`config.mk`:
```
export PLATFORM = sky130hd
export DESIGN_NAME = core_ctrl
export DESIGN_NICKNAME = d
export VERILOG_FILES = /design/src/rtl/core_ctrl.sv
export SDC_FILE = /design/constraint.sdc
export NUM_CORES = 1
export LEC_CHECK = 0
export BUFFER_PORTS_ARGS = -buffer_cell sky130_fd_sc_hd__buf_2
export CORE_UTILIZATION = 40
export DETAILED_ROUTE_END_ITERATION = 6
export PLACE_DENSITY = 0.86
export REMOVE_ABC_BUFFERS = 1
export SETUP_SLACK_MARGIN = 0.4
export SYNTH_ARGS = -nofsm -noshare
export SYNTH_HDL_FRONTEND = slang
export SYNTH_SLANG_ARGS = --single-unit
```
`constraint.sdc`:
```
create_clock -name clk -period 4 [get_ports clk]
set_input_delay 0.8 -clock clk [delete_from_list [all_inputs] [get_ports clk]]
set_output_delay 0.8 -clock clk [all_outputs]
set_load 0.03 [all_outputs]
```
`src/rtl/core_ctrl.sv`:
```
// -----------------------------------------------------------------------------
// core_ctrl
// Multi-cycle sequencer for the single-issue RV32 core datapath. It steps each
// instruction through FETCH -> DECODE -> EXEC (-> WB for ALU ops), handshakes
// with instruction memory, resolves conditional branches and drives the PC
// select and register-file write enable. It halts on an illegal instruction or
// when instruction memory does not answer within FETCH_TIMEOUT cycles.
//
// Optional feature macro: CORE_CTRL_PERF_EN
//   defined   : retired_cnt / stall_cnt are saturating performance counters
//   undefined : both counter ports are tied to zero and no counter flops exist
//
// Parameters
//   FETCH_TIMEOUT  cycles allowed in FETCH without imem_ack before fault (>=1)
//   CNT_W          width of the performance counters
//
// Ports
//   clk, reset          clock and asynchronous active-high reset
//   imem_req/imem_ack   instruction fetch handshake
//   ir_load             one-cycle pulse latching the fetched word into the IR
//   is_* / incorrect    decoder flags (sampled at the end of DECODE)
//   valid_rd            instruction writes a destination register
//   rs1_data/rs2_data   register-file read data used for branch compares
//   pc_choice           00 hold, 01 PC+4, 10 PC+imm, 11 PC<=0
//   rf_wr_en            register-file write enable (asserted only in WB)
//   state               current FSM state (debug)
//   halted, fault       sticky stop indication / stop caused by fetch timeout
//   retired_cnt         retired instruction count
//   stall_cnt           FETCH cycles spent waiting for imem_ack
// -----------------------------------------------------------------------------
module core_ctrl #(
    parameter int FETCH_TIMEOUT = 15,
    parameter int CNT_W         = 32
) (
    input  logic             clk,
    input  logic             reset,
    output logic             imem_req,
    input  logic             imem_ack,
    output logic             ir_load,
    input  logic             is_add,
    input  logic             is_addi,
    input  logic             is_beq,
    input  logic             is_bne,
    input  logic             is_blt,
    input  logic             is_bge,
    input  logic             is_bltu,
    input  logic             is_bgeu,
    input  logic             incorrect,
    input  logic             valid_rd,
    input  logic [31:0]      rs1_data,
    input  logic [31:0]      rs2_data,
    output logic [1:0]       pc_choice,
    output logic             rf_wr_en,
    output logic [2:0]       state,
    output logic             halted,
    output logic             fault,
    output logic [CNT_W-1:0] retired_cnt,
    output logic [CNT_W-1:0] stall_cnt
);

    typedef enum logic [2:0] {
        ST_RST    = 3'd0,
        ST_FETCH  = 3'd1,
        ST_DECODE = 3'd2,
        ST_EXEC   = 3'd3,
        ST_WB     = 3'd4,
        ST_HALT   = 3'd5
    } state_t;

    // Branch kind remembered from DECODE so EXEC does not depend on the
    // decoder outputs staying stable.
    typedef enum logic [2:0] {
        BR_EQ  = 3'd0,
        BR_NE  = 3'd1,
        BR_LT  = 3'd2,
        BR_GE  = 3'd3,
        BR_LTU = 3'd4,
        BR_GEU = 3'd5
    } br_t;

    localparam int WAIT_W = (FETCH_TIMEOUT > 1) ? $clog2(FETCH_TIMEOUT) : 1;
    localparam logic [WAIT_W-1:0] WAIT_LAST = WAIT_W'(FETCH_TIMEOUT - 1);

    state_t            state_reg, state_next;
    br_t               br_sel_reg, br_sel_next;
    logic              is_branch_reg, is_branch_next;
    logic [WAIT_W-1:0] wait_reg, wait_next;
    logic              fault_reg;
    logic              set_fault;
    logic              retire;
    logic              stall_cycle;
    logic              taken;
    logic              any_branch;
    logic              any_op;

    assign any_branch = is_beq | is_bne | is_blt | is_bge | is_bltu | is_bgeu;
    assign any_op     = any_branch | is_add | is_addi;

    always_comb begin
        taken = 1'b0;
        case (br_sel_reg)
            BR_EQ:   taken = (rs1_data == rs2_data);
            BR_NE:   taken = (rs1_data != rs2_data);
            BR_LT:   taken = ($signed(rs1_data) <  $signed(rs2_data));
            BR_GE:   taken = ($signed(rs1_data) >= $signed(rs2_data));
            BR_LTU:  taken = (rs1_data <  rs2_data);
            BR_GEU:  taken = (rs1_data >= rs2_data);
            default: taken = 1'b0;
        endcase
    end

    always_ff @(posedge clk or posedge reset) begin
        if (reset) begin
            state_reg     <= ST_RST;
            br_sel_reg    <= BR_EQ;
            is_branch_reg <= 1'b0;
            wait_reg      <= '0;
            fault_reg     <= 1'b0;
        end else begin
            state_reg     <= state_next;
            br_sel_reg    <= br_sel_next;
            is_branch_reg <= is_branch_next;
            wait_reg      <= wait_next;
            if (set_fault) begin
                fault_reg <= 1'b1;
            end
        end
    end

    always_comb begin
        state_next     = state_reg;
        br_sel_next    = br_sel_reg;
        is_branch_next = is_branch_reg;
        wait_next      = '0;          // wait counter is zero on every FETCH entry
        imem_req       = 1'b0;
        ir_load        = 1'b0;
        pc_choice      = 2'b00;
        rf_wr_en       = 1'b0;
        retire         = 1'b0;
        stall_cycle    = 1'b0;
        set_fault      = 1'b0;
        case (state_reg)
            ST_RST: begin
                pc_choice  = 2'b11;
                state_next = ST_FETCH;
            end
            ST_FETCH: begin
                imem_req = 1'b1;
                // An ack always wins over a timeout reached in the same cycle.
                if (imem_ack) begin
                    ir_load    = 1'b1;
                    state_next = ST_DECODE;
                end else begin
                    stall_cycle = 1'b1;
                    if (wait_reg == WAIT_LAST) begin
                        state_next = ST_HALT;
                        set_fault  = 1'b1;
                    end else begin
                        wait_next = wait_reg + WAIT_W'(1);
                    end
                end
            end
            ST_DECODE: begin
                if (incorrect || !any_op) begin
                    state_next = ST_HALT;
                end else begin
                    state_next     = ST_EXEC;
                    is_branch_next = any_branch;
                    if (is_beq)       br_sel_next = BR_EQ;
                    else if (is_bne)  br_sel_next = BR_NE;
                    else if (is_blt)  br_sel_next = BR_LT;
                    else if (is_bge)  br_sel_next = BR_GE;
                    else if (is_bltu) br_sel_next = BR_LTU;
                    else              br_sel_next = BR_GEU;
                end
            end
            ST_EXEC: begin
                if (is_branch_reg) begin
                    pc_choice  = taken ? 2'b10 : 2'b01;
                    retire     = 1'b1;
                    state_next = ST_FETCH;
                end else begin
                    state_next = ST_WB;
                end
            end
            ST_WB: begin
                rf_wr_en   = valid_rd;
                pc_choice  = 2'b01;
                retire     = 1'b1;
                state_next = ST_FETCH;
            end
            ST_HALT: begin
                state_next = ST_HALT;
            end
            default: begin
                // Unused encodings are treated as a corrupted sequencer.
                state_next = ST_HALT;
                set_fault  = 1'b1;
            end
        endcase
    end

    assign state  = state_reg;
    assign halted = (state_reg == ST_HALT);
    assign fault  = fault_reg;

`ifdef CORE_CTRL_PERF_EN
    logic [CNT_W-1:0] retired_cnt_reg;
    logic [CNT_W-1:0] stall_cnt_reg;

    always_ff @(posedge clk or posedge reset) begin
        if (reset) begin
            retired_cnt_reg <= '0;
            stall_cnt_reg   <= '0;
        end else begin
            if (retire && !(&retired_cnt_reg)) begin
                retired_cnt_reg <= retired_cnt_reg + CNT_W'(1);
            end
            if (stall_cycle && !(&stall_cnt_reg)) begin
                stall_cnt_reg <= stall_cnt_reg + CNT_W'(1);
            end
        end
    end

    assign retired_cnt = retired_cnt_reg;
    assign stall_cnt   = stall_cnt_reg;
`else
    logic unused_perf;
    assign unused_perf = retire ^ stall_cycle;
    assign retired_cnt = '0;
    assign stall_cnt   = '0;
`endif

endmodule

```
======== Yosys cells after proc, flatten, opt, wreduce, memory -nomap -nowiden ========
Cells that the tools add are included.
storage, ports and cells
  output and inout bits ................... 74
  input port bits ......................... 77
  bits in registers ....................... 12
cells by class
  bitwise gates (word level) .............. 8
  reductions and logical operators ........ 7
  equality and inequality tests ........... 14
  mux-type cells .......................... 24
  add/subtract/negate cells ............... 1
  order comparisons ....................... 4
operators with widths
  operator                                             count
  greater-or-equal comparator 32 bit                   2
  less-than comparator 32 bit                          2
  equality test 32 bit                                 1
  != test 32 bit                                       1
  two-way mux 3 bit                                    8
  equality test 3 x 2 -> 1 bit, second input constant  4
  equality test 3 bit, second input constant           4
  two-way mux 4 bit                                    3
  one-hot mux 3 bit (4 select lines)                   1
  two-way mux 1 bit                                    7
  OR 1 bit                                             7
  equality test 3 x 1 -> 1 bit, second input constant  2
  zero test 3 bit                                      2
  one-hot mux 1 bit (6 select lines)                   1
  one-hot mux 2 bit (3 select lines)                   1
  OR reduction 5 bit                                   1
  adder 4 x 1 -> 4 bit, second input constant          1
  equality test 4 bit, second input constant           1
  two-way mux 2 bit                                    2
  != test 3 bit, second input constant                 1
  one-hot mux 1 bit (2 select lines)                   1
  AND reduction 2 bit                                  1
  OR reduction 2 bit                                   1
  zero test 1 bit                                      1
  2 further kinds                                      2

======== Logic depth before layout (Yosys ltp) ========
Gate-level depths: netlist (run 1).
  word-level depth ........................ 11
  depth in mapped cells ................... 9
  depth with buffers taken out ............ 9

======== Worst setup path after synthesis (run 1) ========
Ideal clock, no wire load.
  kind .................................... in2out
  from .................................... input port rs2_data[27]
  to ...................................... output port pc_choice[1]
  arrival ................................. 2,839 ps
  setup slack ............................. 361 ps
  data required time ...................... 3,200 ps
  stages on the path ...................... 9
  cells stage by stage .................... inv_1 > ha_1 > a21oi_1 > o21a_1 > o211ai_1 > a221oi_2 > a31o_2 > o211ai_4 > o41ai_2
on the way
  word-level cells in the longest chain between the ends .. 5
  elaborated cells between the ends (all ways) .. 10
RTL lines
  item                                                        RTL line  text
  from (decl)                                                 51        input logic [31:0] rs2_data,
  greater-or-equal comparator 32 bit (tied with other cells)  107       BR_GEU: taken = (rs1_data >= rs2_data);
  one-hot mux 1 bit (6 select lines) *                        101       case (br_sel_reg)
  two-way mux 2 bit *                                         179       pc_choice = taken ? 2'b10 : 2'b01;
  two-way mux 2 bit *                                         178       if (is_branch_reg) begin
  one-hot mux 2 bit (3 select lines) *                        142       case (state_reg)
  to (decl)                                                   52        output logic [1:0] pc_choice,
Every way passes the cells marked *; elsewhere a longest branch is shown, timed or not.

======== Worst setup path in the final report (run 1) ========
  from .................................... input port rs2_data[1]
  to ...................................... output port pc_choice[1]
The elaborated chain is that of the path after synthesis.

==> metrics.csv, run 1 <==
stage,metric,value,unit
sta,setup TNS,0,ns
pwr,IR Drop Worst-Case VDD,0.0004168,V
sta,Clock Skew,0.002060,ns
synth,predominant post-synthesis flop cell,dfrtp_1,
floorplanning,Core Area,0.004848,mm²
floorplanning,Starting Density,42.40,%
drt,Vias,1837,
grt,GRT overflow,0,
layout,P&R area growth vs syn,29.70,%
sta,Slew Limit Fails,0,
outcome,outcome,"complete, no violations",
pwr,power share of the combinational group,62.6,%
floorplanning,chip width,73.69,µm
synth,"Seq/Total Area, Yosys",14.61,%
synth,Post-Syn Area,0.002056,mm²
layout,Largest register FFs,4,
synth,"EDFF count, synth",0,
sta,"Hold Vio Cnt, Final",0,
synth,syn_area_per_cell,8.158,µm²
synth,Yosys reg bits,12,
drt,post-route DRC violation count,0,
synth,cell with the most instances after synthesis,buf_4,
grt,largest net degree at the start of global routing,13,
pwr,sequential share of power,25.8,%
floorplanning,num rows,25,
floorplanning,Die Ht,73.69,µm
layout,# nets final,454,
critical_path,CP Class,input port to output port,
critical_path,Required @ worst endpoint,3.20,ns
synth,top post-synthesis cells by area,"buf_4 23%, ha_1 21%, dfrtp_1 15%",
critical_path,R2R Path Start,state[0]$_DFFE_PP0P_,
clocking,Worst-Skew Late Latency,0.24,ns
synth,synth unique cells,45,
pwr,internal power,0.4530,mW
clocking,Clock Sinks,12,
clocking,clock tree buffer depth,2,
sta,Final setup viols,0,
synth,post-synth top area cell,buf_4,
floorplanning,die footprint,0.005430,mm²
pwr,PD cells,345.2,mW/mm²
clocking,CTS tree,done,
pwr,part of the power in the clock network,11.6,%
drt,DR WL/cell,11.06,µm
drt,Post-DRT Antenna Nets,0,
drt,DRT Wirelength,4.512,mm
drt,Vias/cell,4.502,
clocking,clk root buf,clkbuf_8,
sta,fin crit period,3.588,ns
sta,RSZ-0062 raised after global routing,yes,
critical_path,CP startpoint kind,input port,
job,maxcap violations,0,
synth,Yosys top cell area share,23.37,%
sta,fin crit share,89.69,%
critical_path,crit path max fanout,3,
layout,fillcell total,418,
drt,initial DRC count,33,
placement,HPWL after detailed placement,3.423,mm
layout,fin util,54.99,%
critical_path,CP endpoint kind,output port,
layout,Ant. Diodes,0,
sta,actual slew at the worst max-slew pin,0.6565,ns
sta,worst rel slew slack,55.90,%
layout,layout cells sized above 1,40.18,%
synth,Syn Inst Count,252,
hold_path,min-delay src,fault$_DFFE_PP0P_,
layout,multi-input logic area,0.001579,mm²
sta,hold slack,0.4802,ns
grt,number of global-route vias before repair,1542,
placement,RePlAce Congestion,0.7958,
drt,DRT Pass-1 Iters,4,
sta,Max Clk Rate,278.7,MHz
clocking,Max H-tree Level,1,
synth,Commonest cells post-synth,"64 x buf_4, 37 x inv_1, 34 x ha_1, 17 x a21oi_1, 12 x dfrtp_1",
grt,first-pass GRT wire length,5.940,mm
grt,initial antenna violation count,0,
pwr,leak pwr,1.439,nW
floorplanning,I/O pin total,151,
pwr,switching power,0.4675,mW
placement,Port Buffers,86,
critical_path,Critical path origin,rs2_data[1],
hold_path,Hold WC Path Type,flop to flop,
grt,Total GRT Usage,13.57,%
pwr,Switching Fraction,50.78,%
synth,ys async rst share,100.0,%
layout,Reg area,300.3,µm²
critical_path,Critical Path AT,2.79,ns
clocking,"Reg clk slew, reported paths",0.05,ns
synth,Synthesis Warnings,0,
clocking,CTS Buf Count,3,
path summary, 6_finish.rpt:
path	slack, ns	cells after the start	to
max	0.41	11	pc_choice[1]
min	0.48	1	fault$_DFFE_PP0P_
max reg2reg	2.23	4	br_sel_reg[0]$_DFFE_PP0P_
min reg2reg	0.48	1	fault$_DFFE_PP0P_
max in group asynchronous	3.16	2	wait_reg[3]$_DFF_PP0_
min in group asynchronous	0.55	2	is_branch_reg$_DFFE_PP0P_
layer usage:
layer	wire length, µm	part of all wire [%]	GRT usage [%]	up-vias
met3	286	6.3	1.646	4
met4	21	0.47	3.632	0
li1	-	-	-	908
met1	1786	40	15.07	835
met5	0	0	0	-
met2	2416	54	26.71	90
power by group through the flow:
stage | Combinational (mW) | Clock (mW) | Sequential [mW]
detailed placement | 0.518 | 0 | 0.235
global route | 0.630 | 0.112 | 0.245
floorplan | 0.358 | 0 | 0.252
CTS | 0.539 | 0.109 | 0.236
global placement | 0.505 | 0 | 0.229
finish | 0.577 | 0.107 | 0.237
cell usage in the layout, fill, tap and decap left out, types with 5 or more instances in the layout:
cell type / Yosys / routed
buf_6: 0 / 10
a21oi_1: 17 / 11
nand4_1: 5 / 5
buf_2: 0 / 75
ha_1: 34 / 22
nand3_1: 5 / 5
nor2_1: 11 / 11
inv_2: 0 / 6
ha_4: 0 / 12
conb_1: 1 / 64
a21oi_2: 0 / 6
inv_1: 37 / 29
dfrtp_1: 12 / 12
nand2_1: 9 / 8
critical path: stages:
cell,delay (ns)
buf_2,0.10
inv_2,0.06
ha_4,0.19
nor2b_1,0.13
o211ai_1,0.20
a21oi_2,0.10
o311ai_4,0.34
a311o_1,0.24
o21ai_2,0.07
o41ai_2,0.34
buf_4,0.21
area by class of cell:
cell class	instances	share of cell area, %
Multi-Input combinational cell	200	59.22
Timing Repair Buffer	89	19.43
Sequential cell	12	11.26
Inverter	37	5.397
Tap cell	67	3.144
Clock buffer	3	1.549
kinds of logic (layout without fill, tap and decap cells):
group	count (synthesis)	after routing	share of synthesized area, %
buffers and inverters	103	129	30.49
and+or+nand+nor	54	54	15.76
AOI/OAI and AO/OA	41	41	14.85
adders and majority gates	34	34	20.69
DFF	12	12	14.61
muxes	4	4	2.130
xor gates and xnor gates	3	3	1.278
other	1	64	0.1824
per-stage QoR:
| step | area [µm²] | setup WS (ns) | cells | total power [mW] |
|---|---|---|---|---|
| 4_1_cts | 2427 | 0.3952 | 407 | 0.8835 |
| 5_1_grt | 2666 | 0.2861 | 408 | 0.9869 |
| 3_3_place_gp | 2318 | 0.2459 | 402 | 0.7345 |
| 6_report | 2666 | 0.4125 | 408 | 0.9205 |
| 2_1_floorplan | 1804 | 0.3613 | 249 | 0.6104 |
| 3_5_place_dp | 2318 | 0.2599 | 402 | 0.7527 |
repair_timing:
| item | in CTS | in global routing |
|---|---|---|
| pin swaps | 9 | 22 |
| buffers inserted | 2 | 1 |
| hold buffers | 0 | 0 |
| gates resized for setup | 7 | 40 |
| endpoints found under the setup margin | 2 | 2 |
Note: power is estimated with default switching activity, not from simulation.
==> inputs of run 2 (changes only) <==
--- a/config.mk
+++ b/config.mk
@@ -7,6 +7,7 @@
 export LEC_CHECK = 0
 export BUFFER_PORTS_ARGS = -buffer_cell sky130_fd_sc_hd__buf_2
 export CORE_UTILIZATION = 40
+export CTS_BUF_LIST = sky130_fd_sc_hd__clkbuf_4
 export DETAILED_ROUTE_END_ITERATION = 6
 export PLACE_DENSITY = 0.86
 export REMOVE_ABC_BUFFERS = 1
==> run 2 against run 1 <==
Effect of this change: setup slack improved by 0.0032 ns; total power fell by 3.6%; combinational power barely moved; clock skew rose by 0.0027 ns; wire length fell by 0.24%; critical endpoint unchanged; largest cell class unchanged; highest routed layer unchanged.
==> metrics.csv, run 2 (same netlist as run 1, synthesis figures left out) <==
stage,metric,value,unit
outcome,outcome,"complete, no violations",
placement,DP Cell Count,402,
pwr,PD cells,335.2,mW/mm²
sta,RSZ-0062 raised after global routing,yes,
sta,Final setup viols,0,
pwr,part of the power in the clock network,8.1,%
sta,hold slack,0.4829,ns
layout,"commonest cells after routing, fill and taps aside","75 x buf_2, 64 x conb_1, 29 x inv_1",
placement,placed inst area,0.002318,mm²
pwr,internal power,0.4213,mW
sta,setup TNS,0,ns
layout,P&R area growth vs syn,28.79,%
drt,Detail Route met2 WL,2.431,mm
pwr,Tot Pwr,0.8875,mW
drt,initial DRC count,31,
layout,Ant. Diodes,0,
grt,GRT overflow,0,
layout,"most common cell after layout, fill and taps aside",buf_2,
layout,fin util,54.61,%
grt,largest net degree at the start of global routing,13,
critical_path,Slowest Stage Delay on Critical Path,0.34,ns
placement,dpl ws,0.2599,ns
floorplanning,chip width,73.69,µm
drt,met3 WL,267,µm
sta,Max Clk Rate,279.0,MHz
sta,Clock Skew,0.004790,ns
floorplanning,die footprint,0.005430,mm²
pwr,Switching Fraction,52.53,%
pwr,power share of the combinational group,65.3,%
grt,Total GRT Usage,13.43,%
pwr,sequential share of power,26.6,%
drt,WL met1,1.798,mm
placement,RePlAce Congestion,0.7958,
drt,DRT Pass-1 Iters,5,
floorplanning,I/O pin total,151,
placement,Port Buffers,86,
clocking,"Reg clk slew, reported paths",0.07,ns
pwr,IR Drop Worst-Case VDD,0.0004157,V
pwr,leak pwr,1.431,nW
sta,fin crit share,89.61,%
placement,HPWL after detailed placement,3.423,mm
floorplanning,Core Area,0.004848,mm²
sta,worst rel slew slack,58.67,%
drt,post-route DRC violation count,0,
grt,initial antenna violation count,0,
sta,"Hold Vio Cnt, Final",0,
clocking,CTS Buf Count,3,
drt,Post-DRT Antenna Nets,0,
sta,Slew Limit Fails,0,
hold_path,Hold WC Path Type,flop to flop,
layout,Largest register FFs,4,
drt,DR WL/cell,11.03,µm
clocking,Max H-tree Level,1,
critical_path,Required @ worst endpoint,3.20,ns
clocking,Worst-Skew Late Latency,0.27,ns
job,maxcap violations,0,
drt,DRT Wirelength,4.501,mm
drt,Vias,1837,
critical_path,crit path max fanout,3,
floorplanning,Starting Density,42.40,%
clocking,clk root buf,clkbuf_4,
critical_path,CP endpoint kind,output port,
drt,Vias/cell,4.502,
floorplanning,Die Ht,73.69,µm
critical_path,cell breakdown of the critical path,"buf_2, inv_2, ha_4, nor2b_1, o211ai_1, a21oi_2, o311ai_4, a311o_1, o21ai_2, o41ai_2, buf_4",
clocking,clock tree buffer depth,2,
layout,layout cells sized above 1,40.18,%
layout,fillcell total,421,
clocking,Clock Sinks,12,
clocking,CTS tree,done,
pwr,switching power,0.4663,mW
sta,actual slew at the worst max-slew pin,0.6152,ns
layout,"Non-Filler Cell Area, Final",0.002648,mm²
grt,number of global-route vias before repair,1545,
layout,# nets final,454,
sta,Final WS setup,0.4157,ns
floorplanning,num rows,25,
critical_path,Critical Path AT,2.78,ns
layout,Post-Layout Cell Count,408,
critical_path,CP Class,input port to output port,
sta,fin crit period,3.584,ns
critical_path,CP startpoint kind,input port,
critical_path,slowest CP cell,o311ai_4,
grt,first-pass GRT wire length,5.947,mm
clocking,hold_buf cts,0,
drt,top routing layer used,met4,
==> run 2: cell counts in the layout (fill, tap and decap cells not counted) <==
Identical to the previous run, type by type.
==> run 2: per-layer routing <==
layer	GRT usage [%]	vias to the layer above
met2	26.91	88
met5	0	-
met4	2.350	0
li1	-	907
met3	1.646	2
met1	14.99	840
==> run 2: power groups by stage <==
stage	combinational, mW	sequential [mW]	clock (mW)
after floorplan	0.358	0.252	0
after global placement	0.505	0.229	0
after detailed placement	0.518	0.235	0
after CTS	0.539	0.236	0.0703
after global routing	0.631	0.244	0.0757
final	0.579	0.236	0.0721
==> run 2: final cells by class <==
type / instances / area, µm² / share of cell area, %
timing repair buffer: 89 / 518.0 / 19.57
multi-input combinational: 200 / 1579 / 59.64
tap: 67 / 83.83 / 3.166
inverter: 37 / 143.9 / 5.435
sequential: 12 / 300.3 / 11.34
clock buffer: 3 / 22.52 / 0.8507
==> run 2: critical path: cells and delay by family <==
kind	cells	cell delay, ns
AO/OA/AOI/OAI	6	1.29
adder cells (fa/ha/maj)	1	0.19
buffers and inverters	3	0.37
AND/OR/NAND/NOR	1	0.13
==> run 2: final timing paths <==
check / from / endpoint / slack [ns] / cells past startpoint
max reg2reg: state[0]$_DFFE_PP0P_ / is_branch_reg$_DFFE_PP0P_ / 2.26 / 4
max: rs2_data[1] / pc_choice[1] / 0.42 / 11
max in group asynchronous: reset / wait_reg[2]$_DFF_PP0_ / 3.19 / 2
min: fault$_DFFE_PP0P_ / fault$_DFFE_PP0P_ / 0.48 / 1
min reg2reg: fault$_DFFE_PP0P_ / fault$_DFFE_PP0P_ / 0.48 / 1
min in group asynchronous: reset / is_branch_reg$_DFFE_PP0P_ / 0.51 / 2
==> run 2: repair_timing <==
action	4_1_cts	5_1_grt
gates cloned	0	0
pin swaps	9	22
gates resized for setup	7	40
buffers inserted	2	1
endpoints found under the setup margin	2	2
==> inputs of run 3 (changes only) <==
--- a/config.mk
+++ b/config.mk
@@ -9,7 +9,7 @@
 export CORE_UTILIZATION = 40
 export CTS_BUF_LIST = sky130_fd_sc_hd__clkbuf_4
 export DETAILED_ROUTE_END_ITERATION = 6
-export PLACE_DENSITY = 0.86
+export PLACE_DENSITY = 0.79
 export REMOVE_ABC_BUFFERS = 1
 export SETUP_SLACK_MARGIN = 0.4
 export SYNTH_ARGS = -nofsm -noshare
==> run 3 against run 2 <==
Effect of this change: clock power grew 6.2%; total power shrank 1.4%; largest cell class unchanged; highest routed layer unchanged; flip-flop and latch count is the same.
==> metrics.csv, run 3 (same netlist as run 1, synthesis figures left out) <==
stage,metric,value,unit
floorplanning,chip width,73.69,µm
critical_path,CP Class,input port to output port,
layout,fillcell total,423,
critical_path,Critical Path AT,2.79,ns
clocking,clk root buf,clkbuf_4,
layout,layout cells sized above 1,38.30,%
drt,Vias/cell,4.450,
layout,"most common cell after layout, fill and taps aside",buf_2,
critical_path,cell breakdown of the critical path,"buf_2, inv_1, ha_4, a21oi_1, o21a_1, o211ai_1, a221oi_2, a311o_1, o21ai_2, o41ai_2, buf_4",
critical_path,Required @ worst endpoint,3.20,ns
drt,DRT Wirelength,4.184,mm
layout,# nets final,454,
placement,Port Buffers,86,
layout,multi-input logic area,0.001559,mm²
pwr,leak pwr,1.436,nW
placement,HPWL after detailed placement,3.316,mm
grt,Total GRT Usage,13.66,%
layout,Largest register FFs,4,
grt,number of global-route vias before repair,1494,
floorplanning,Die Ht,73.69,µm
placement,RePlAce Congestion,0.8099,
sta,hold slack,0.4947,ns
sta,worst rel slew slack,56.41,%
pwr,Tot Pwr,0.8753,mW
drt,post-route DRC violation count,0,
placement,placed inst area,0.002318,mm²
layout,Ant. Diodes,0,
drt,Vias,1820,
drt,initial DRC count,23,
layout,"Non-Filler Cell Area, Final",0.002634,mm²
sta,RSZ-0062 raised after global routing,yes,
layout,"commonest cells after routing, fill and taps aside","75 x buf_2, 64 x conb_1, 32 x inv_1",
clocking,Clock Sinks,12,
clocking,CTS tree,done,
critical_path,CP startpoint kind,input port,
sta,Max Clk Rate,278.3,MHz
clocking,"Reg clk slew, reported paths",0.07,ns
critical_path,crit path max fanout,3,
grt,largest net degree at the start of global routing,13,
sta,Final setup viols,0,
clocking,CTS Buf Count,3,
hold_path,Hold WC Path Type,flop to flop,
sta,fin crit period,3.593,ns
pwr,PD cells,332.3,mW/mm²
job,maxcap violations,0,
sta,fin crit share,89.82,%
clocking,clock tree buffer depth,2,
sta,"Hold Vio Cnt, Final",0,
clocking,Worst-Skew Late Latency,0.28,ns
clocking,Max H-tree Level,1,
drt,Post-DRT Antenna Nets,0,
sta,Slew Limit Fails,0,
sta,setup TNS,0,ns
layout,P&R area growth vs syn,28.12,%
drt,DRT Pass-1 Iters,4,
sta,Clock Skew,0.001091,ns
floorplanning,Starting Density,42.40,%
grt,initial antenna violation count,0,
floorplanning,Core Area,0.004848,mm²
drt,DR WL/cell,10.23,µm
floorplanning,die footprint,0.005430,mm²
clocking,hold_buf cts,0,
critical_path,CP endpoint kind,output port,
grt,GRT overflow,0,
floorplanning,I/O pin total,151,
outcome,outcome,"complete, no violations",
critical_path,critical path buffer and inverter count,3,
critical_path,Slowest Stage Delay on Critical Path,0.35,ns
sta,actual slew at the worst max-slew pin,0.6488,ns
critical_path,slowest CP cell,o41ai_2,
pwr,IR Drop Worst-Case VDD,0.0004146,V
layout,Reg area,300.3,µm²
grt,first-pass GRT wire length,5.947,mm
critical_path,CP top delay family,compound AO/OA/AOI/OAI gates,
floorplanning,num rows,25,
-- run 3: cell type report --
type / count / share of cell area [%]
Clock buffer: 3 / 0.8551
Clock inverter: 1 / 0.1425
Inverter: 37 / 5.558
Multi-Input combinational cell: 200 / 59.19
Sequential cell: 12 / 11.40
Tap cell: 67 / 3.183
Timing Repair Buffer: 89 / 19.67
-- run 3: metrics by stage --
step                      util [%]  cells  setup slack (ns)
final                        54.32    409            0.4073
after detailed placement     47.82    402            0.2530
after global routing         54.32    409            0.2765
after global placement       47.82    402            0.2453
after floorplan                  -    249            0.3613
after CTS                    49.99    407            0.3689
-- run 3: path summary, 6_finish.rpt --
path                                       start  slack (ns)  cells after the start                   endpoint
setup / recovery                    rs2_data[19]        0.41                     11               pc_choice[1]
hold / removal             wait_reg[0]$_DFF_PP0_        0.49                      1      wait_reg[0]$_DFF_PP0_
setup reg to reg            state[0]$_DFFE_PP0P_        2.26                      4  br_sel_reg[1]$_DFFE_PP0P_
hold reg to reg            wait_reg[0]$_DFF_PP0_        0.49                      1      wait_reg[0]$_DFF_PP0_
max in group asynchronous                  reset        3.20                      2  br_sel_reg[1]$_DFFE_PP0P_
min in group asynchronous                  reset        0.50                      2      wait_reg[1]$_DFF_PP0_
-- run 3: worst reg2reg max path, stage by stage, from the launching register on --
cell,delay (ns)
dfrtp_1,0.48
nor2_1,0.14
o31ai_1,0.10
nor3_1,0.52
mux2_2,0.40
-- run 3: where the power goes --
group          switching (mW)  internal, mW  total [mW]
clock network          0.0404        0.0362      0.0766
registers              0.0693         0.164       0.233
logic                   0.347         0.218       0.565
total                   0.457         0.419       0.875
-- run 3: repair_timing --
action,in CTS,in global routing
setup buffers,1,2
gates resized for setup,8,35
pin swaps,12,21
endpoints found under the setup margin,2,2
-- run 3: layer usage --
metal / part of all wire [%] / global-route usage (%)
met2: 51 / 25.79
met3: 8.1 / 1.097
met1: 39 / 15.99
met5: 0 / 0
met4: 2.0 / 4.701
